`config.mk`:
```
export PLATFORM = sky130hd
export DESIGN_NAME = uart_tx
export DESIGN_NICKNAME = d
export VERILOG_FILES = /design/src/rtl/uart_pkg.sv /design/src/rtl/uart_baud_tick.sv /design/src/rtl/uart_tx.sv
export SDC_FILE = /design/constraint.sdc
export NUM_CORES = 1
export LEC_CHECK = 0
export ABC_AREA = 1
export BUFFER_PORTS_ARGS = -buffer_cell sky130_fd_sc_hd__clkbuf_2
export CAP_MARGIN = 5
export CORE_MARGIN = 2
export CORE_UTILIZATION = 40
export CTS_BUF_LIST = sky130_fd_sc_hd__clkbuf_4 sky130_fd_sc_hd__clkbuf_8
export DETAILED_ROUTE_END_ITERATION = 10
export GPL_ROUTABILITY_DRIVEN = 0
export HOLD_SLACK_MARGIN = 0.02
export SLEW_MARGIN = 20
export SYNTH_ARGS = -nofsm -noshare
export SYNTH_HDL_FRONTEND = slang
export SYNTH_SLANG_ARGS = --single-unit
```
`constraint.sdc`:
```
create_clock -name clk -period 3.2 [get_ports clk]
set_clock_uncertainty 0.1 [all_clocks]
set_input_delay 0.64 -clock clk [delete_from_list [all_inputs] [get_ports clk]]
set_output_delay 0.64 -clock clk [all_outputs]
set_load 0.05 [all_outputs]
```
`src/rtl/uart_pkg.sv`:
```
// Shared types and constants for the UART transmitter slice.
package uart_pkg;

  typedef enum logic [2:0] {
    IDLE   = 3'd0,
    START  = 3'd1,
    DATA   = 3'd2,
    PARITY = 3'd3,
    STOP   = 3'd4
  } uart_state_t;

  localparam logic UART_IDLE_LEVEL = 1'b1;

endpackage

```
`src/rtl/uart_baud_tick.sv`:
```
// Bit-period divider: counts clk cycles within one UART bit and pulses
// tick on the last cycle of the bit. Held at zero while clear is high so
// every frame starts on a fresh bit boundary.
module uart_baud_tick
  import uart_pkg::*;
#(
  parameter int CLK_DIV = 16
) (
  input  logic clk,
  input  logic resetn,
  input  logic clear,
  output logic tick
);

  localparam int CW = (CLK_DIV > 1) ? $clog2(CLK_DIV) : 1;
  localparam logic [CW-1:0] LAST = CW'(CLK_DIV - 1);

  logic [CW-1:0] div_cnt;

  // Free-run 0..CLK_DIV-1 inside a frame, wrap at the bit end, park at 0 when cleared
  always_ff @(posedge clk or negedge resetn) begin
    if (!resetn) begin
      div_cnt <= '0;
    end else if (clear || (div_cnt == LAST)) begin
      div_cnt <= '0;
    end else begin
      div_cnt <= div_cnt + 1'b1;
    end
  end

  assign tick = !clear && (div_cnt == LAST);

endmodule

```
`src/rtl/uart_tx.sv`:
```
// UART 8N1 transmitter fed from a single-entry fifo.
// Pops a word whenever idle and the fifo is non-empty, then sends start
// bit, data LSB first, optional even parity bit, and stop bit.
// Build option: define UART_TX_PARITY_EN to insert the even parity bit.
module uart_tx
  import uart_pkg::*;
#(
  parameter int WIDTH   = 8,
  parameter int CLK_DIV = 16
) (
  input  logic             clk,
  input  logic             resetn,
  input  logic             fifo_empty,
  input  logic [WIDTH-1:0] fifo_data,
  output logic             fifo_rd,
  output logic             tx,
  output logic             busy
);

  localparam int BW = $clog2(WIDTH + 1);
  localparam logic [BW-1:0] LAST_BIT = BW'(WIDTH - 1);

  uart_state_t      state;
  logic [WIDTH-1:0] shift_reg;
  logic [WIDTH-1:0] shift_next;
  logic [BW-1:0]    bit_cnt;
  logic             tick;
`ifdef UART_TX_PARITY_EN
  logic             parity_reg;
`endif

  // The pop must coincide with the latch below: fifo data_out goes to 0 once emptied
  assign fifo_rd    = resetn && (state == IDLE) && !fifo_empty;
  assign busy       = (state != IDLE);
  assign shift_next = shift_reg >> 1;

  uart_baud_tick #(
    .CLK_DIV (CLK_DIV)
  ) u_baud_tick (
    .clk    (clk),
    .resetn (resetn),
    .clear  (state == IDLE),
    .tick   (tick)
  );

  // Frame sequencer; tx is loaded with the next bit's level on the same edge the state changes
  always_ff @(posedge clk or negedge resetn) begin
    if (!resetn) begin
      state     <= IDLE;
      tx        <= UART_IDLE_LEVEL;
      shift_reg <= '0;
      bit_cnt   <= '0;
`ifdef UART_TX_PARITY_EN
      parity_reg <= 1'b0;
`endif
    end else begin
      case (state)
        IDLE: begin
          tx <= UART_IDLE_LEVEL;
          if (!fifo_empty) begin
            shift_reg <= fifo_data;
            bit_cnt   <= '0;
            state     <= START;
            tx        <= 1'b0;
`ifdef UART_TX_PARITY_EN
            parity_reg <= ^fifo_data;
`endif
          end
        end
        START: begin
          if (tick) begin
            state <= DATA;
            tx    <= shift_reg[0];
          end
        end
        DATA: begin
          if (tick) begin
            shift_reg <= shift_next;
            if (bit_cnt == LAST_BIT) begin
`ifdef UART_TX_PARITY_EN
              state <= PARITY;
              tx    <= parity_reg;
`else
              state <= STOP;
              tx    <= UART_IDLE_LEVEL;
`endif
            end else begin
              bit_cnt <= bit_cnt + 1'b1;
              tx      <= shift_next[0];
            end
          end
        end
`ifdef UART_TX_PARITY_EN
        PARITY: begin
          if (tick) begin
            state <= STOP;
            tx    <= UART_IDLE_LEVEL;
          end
        end
`endif
        STOP: begin
          if (tick) begin
            state <= IDLE;
            tx    <= UART_IDLE_LEVEL;
          end
        end
        default: begin
          state <= IDLE;
          tx    <= UART_IDLE_LEVEL;
        end
      endcase
    end
  end

endmodule

```
[Yosys cells after proc, flatten, opt, wreduce, memory -nomap -nowiden]
Index checks and enable logic that the tools add are counted.
Word-level totals
  memory bits (read-only): 0
  bits in registers: 20
  word-level logic and storage cells: 51
  latch bits: 0
  output and inout port bits: 3
  memories kept: 0
  memory bits (writable): 0
  input bits: 11
Operators by class
  divide/modulo/power cells: 0
  shift-type cells: 0
  reductions and logical operators: 13
  equality and inequality tests: 11
  mux-type cells: 20
  order comparisons: 0
  add/subtract/negate cells: 2
  multiply operators: 0
  bitwise gates (word level): 0
Operators with widths (number)
  two-way mux 4 bit: 4
  two-way mux 8 bit: 2
  case mux 8 bit (2 select lines): 1
  two-way mux 3 bit: 5
  inequality test 2 bit, second input constant: 6
  case mux 3 bit (4 select lines): 1
  adder 4 x 1 -> 4 bit, second input constant: 2
  case mux 4 bit (2 select lines): 1
  AND reduction 3 bit: 2
  two-way mux 1 bit: 5
  AND reduction 5 bit: 1
  == test 4 x 3 -> 1 bit, second input constant: 1
  == test 4 bit, second input constant: 1
  case mux 1 bit (4 select lines): 1
  AND reduction 4 bit: 1
  == test 3 x 1 -> 1 bit, second input constant: 1
  == test 3 x 2 -> 1 bit, second input constant: 1
  == test 3 bit, second input constant: 1
  logical AND 1 bit: 3
  logical NOT 3 bit: 1
  nonzero test 3 bit: 1
  logical NOT 1 bit: 2
  nonzero test 2 bit: 1
  logical OR 1 bit: 1

[Logic depth before layout (Yosys ltp)]
  depth in word-level cells: 5
  depth in mapped cells: 9
  mapped depth without buffers: 9

[Hierarchy]
From an unflattened synthesis, not the netlist that was laid out.
Second synthesis, totals
  cells, all modules: 157
  area total of the unflattened synthesis: 1212.4 um^2
By module, submodules not included
  uart_tx: cells an instance 138, area an instance 1018.5 um^2, instances 1, seq. area each 401.6 um^2
  uart_baud_tick: cells an instance 19, area an instance 193.9 um^2, instances 1, seq. area each 100.1 um^2

[Worst setup path before layout]
No wires, ideal clock.
  path type: reg-to-output
  start: register state[1]
  end: output fifo_rd
  buffers on the path: 0
  arrival: 1741 ps
  setup slack: 719 ps
  required time: 2460 ps
  cell stages (with the launch flop): 6
  cell sequence: dfrtp_1 > nor2_2 > nand2_2 > inv_2 > nand2_4 > nor2_1
Between the ends
  longest elaborated chain between the ends: 3
RTL lines
  start, declared: line uart_tx.sv:23  | uart_state_t state;
  start signal, assigned: line uart_tx.sv:49  | state <= IDLE;
  start signal, assigned: line uart_tx.sv:63  | state <= START;
  start signal, assigned: line uart_tx.sv:72  | state <= DATA;
  logical NOT 3 bit: line uart_tx.sv:33  | assign fifo_rd = resetn && (state == IDLE) && !fifo_empty;
  logical AND 1 bit (2 in a row): line uart_tx.sv:33
  end, declared: line uart_tx.sv:15  | output logic fifo_rd,
Every way passes these cells.

[Worst setup path in the final report]
Ends and elaborated chain as after synthesis.

==> out/results.ini <==
[run_status]
outcome=complete, no violations

[setup_path]
critPathBufInv=2
crit_path_end_kind=output pin
critPathLaunchType=flop
cp_max_fo=7
worstPathCellList=nor2_2 -> nand2_2 -> inv_2 -> nand2_4 -> nor2_1 -> clkbuf_2
crit_start=state[1]
crit_path_max_incr_delay_ns=0.50
path_delay_family=flip-flops
crit_type=flop to output pin
worst_path_max_delay_cell=dfrtp_1
arrival_ns=1.66
cp.required_ns=2.46
regToRegStartpoint=state[2]

[clock_tree]
cts_resized=0
h-tree-depth=1
cts_tree=done
clk_pin_slew_ns=0.11
cts_buffers=3
clock-sinks=20
cts_hold_buf=0
clk_latency_ns=0.30
clock_tree.root_cell=clkbuf_4
cts_setup_buffers=0
clockBufferDepth=2

[synthesis]
synth.area.mux_share=0
yosys.area_share.xor_xnor=0.0153
synth_compound_area_frac=0.00438
synthAdderAreaFrac=0.0219
ys_seq_area_frac=0.439
syn_area_um2=1140
synth.net_count=163
synthSimpleGateAreaFrac=0.459
synthCells=150
netlist-cell-type-count=21
synth_top_family_by_area=simple AND/OR/NAND/NOR gates
synth_seq_cells=20
synth_warnings=0
avgSynthCellArea_um2=7.62

[floorplanning]
die_h_um=57.4
core-area_um2=2730
start_util=0.418
die_w_um=57.4
die_area_um2=3300
io_pins=14
rows=19

[power]
p_leak_nw=0.727
ir_drop_mv=0.527
p_per_area_nw_per_um2=996

[drt]
drt_first_pass_iters=4
drc=0
wl_per_cell_um=11.6
drt_wl_total_um=2300
vias_per_cell=5.07
drtIter0Drc=27
ant_nets=0
vias=1004

[grt]
grt_pass1_wl_um=4170
grtUsageTotal=0.161
overflow=0
grt_max_degree=22
antenna_found_initial=0
grt_pass1_vias=963

[min_path]
hp-class=primary input to async pin

[timing]
max_freq_mhz=416
worst_slack_ns=0.795
tns_ns=0
tightest_slew_ns=0.291
finalCritPeriodShare=0.752
slew_headroom=0.806
drv_slew=0
fin_crit_ns=2.40
hold_violations=0
rsz0062_at_grt=false
setup_viol=0

[layout]
syn_to_final_growth_pct=11.9
drive_above_1_share=0.204
largest_reg_flops=8
nets=181
final_common_cell=nand2_1
final_cell_mix=nand2_1 (60), nand3_1 (20), dfrtp_1 (19)
diodes=0

[placed_design]
numPortBuffers=13
dp_hpwl_um=1710
place_ws_ns=0.989

[flow_run]
cap_violations=0

-- power by group --
group / internal, W / switching [W] / total [W]
clock: 0.0000694 / 0.0000778 / 0.000147
sequential: 0.000358 / 0.0000775 / 0.000436
combinational: 0.000211 / 0.000480 / 0.000690
total: 0.000638 / 0.000635 / 0.00127
-- cell usage after synthesis --
cell,n,area share
buf_6,1,0.0099
dfrtp_1,19,0.42
dfstp_2,1,0.023
ha_1,2,0.022
inv_1,10,0.033
inv_2,2,0.0066
inv_4,2,0.011
nand2_1,60,0.20
nand2_2,3,0.016
nand2_4,4,0.039
nand3_1,20,0.088
nand3_4,1,0.015
nand3b_1,2,0.013
nand4_1,3,0.016
nor2_1,12,0.039
nor2_2,1,0.0055
nor2_4,2,0.020
nor3_1,2,0.0088
o21ai_0,1,0.0044
xnor2_1,1,0.0077
xor2_1,1,0.0077
-- worst register-to-register path, cell delays in order (launching register included) --
cell     delay, ns
dfrtp_1       0.43
inv_1         0.18
nand3_4       0.25
inv_4         0.21
nand2_2       0.12
nand2_4       0.10
nand2_2       0.08
nand2_1       0.07
nand2_1       0.05
-- stage by stage --
| step | area (um2) | utilization | hold slack (ns) | cells | power, W |
|---|---|---|---|---|---|
| 3_5_place_dp | 1240 | 0.454 | 0.355 | 194 | 0.00114 |
| 3_3_place_gp | 1240 | 0.454 | 0.353 | 194 | 0.00112 |
| 5_1_grt | 1280 | 0.468 | 0.197 | 198 | 0.00139 |
| 2_1_floorplan | 1140 | - | 0.244 | 150 | 0.000993 |
| 6_report | 1280 | 0.468 | 0.186 | 198 | 0.00127 |
| 4_1_cts | 1280 | 0.468 | 0.183 | 198 | 0.00129 |
-- cell families after synthesis --
family / Yosys count
compound gates: 1
flops: 20
fa+ha+maj: 2
simple gates: 110
xor+xnor: 2
buf+inv: 15
-- layout make-up --
class	count	area, um2
repair buffers	14	72.6
fillers	286	1460
clock buffers	4	36.3
well taps	31	38.8
inverters	14	57.6
flip-flops and latches	20	502
multi-input cells	115	572
-- path summary, 6_finish.rpt --
check / slack, ns / cells past startpoint / to
max: 0.80 / 6 / fifo_rd
min: 0.19 / 2 / state[1]
max reg2reg: 1.53 / 8 / bit_cnt[2]
min reg2reg: 0.37 / 1 / u_baud_tick.div_cnt[0]
max in group asynchronous: 2.55 / 2 / tx
min in group clk: 0.37 / 1 / u_baud_tick.div_cnt[0]
-- per-layer routing --
metal	GRT usage	vias to the layer above	wire, um
met2	0.278	18	1120
li1	-	510	-
met1	0.204	472	1080
met5	0	-	0
met4	0.0598	0	36
met3	0.0204	4	69
Note: power is estimated with default switching activity, not from simulation.
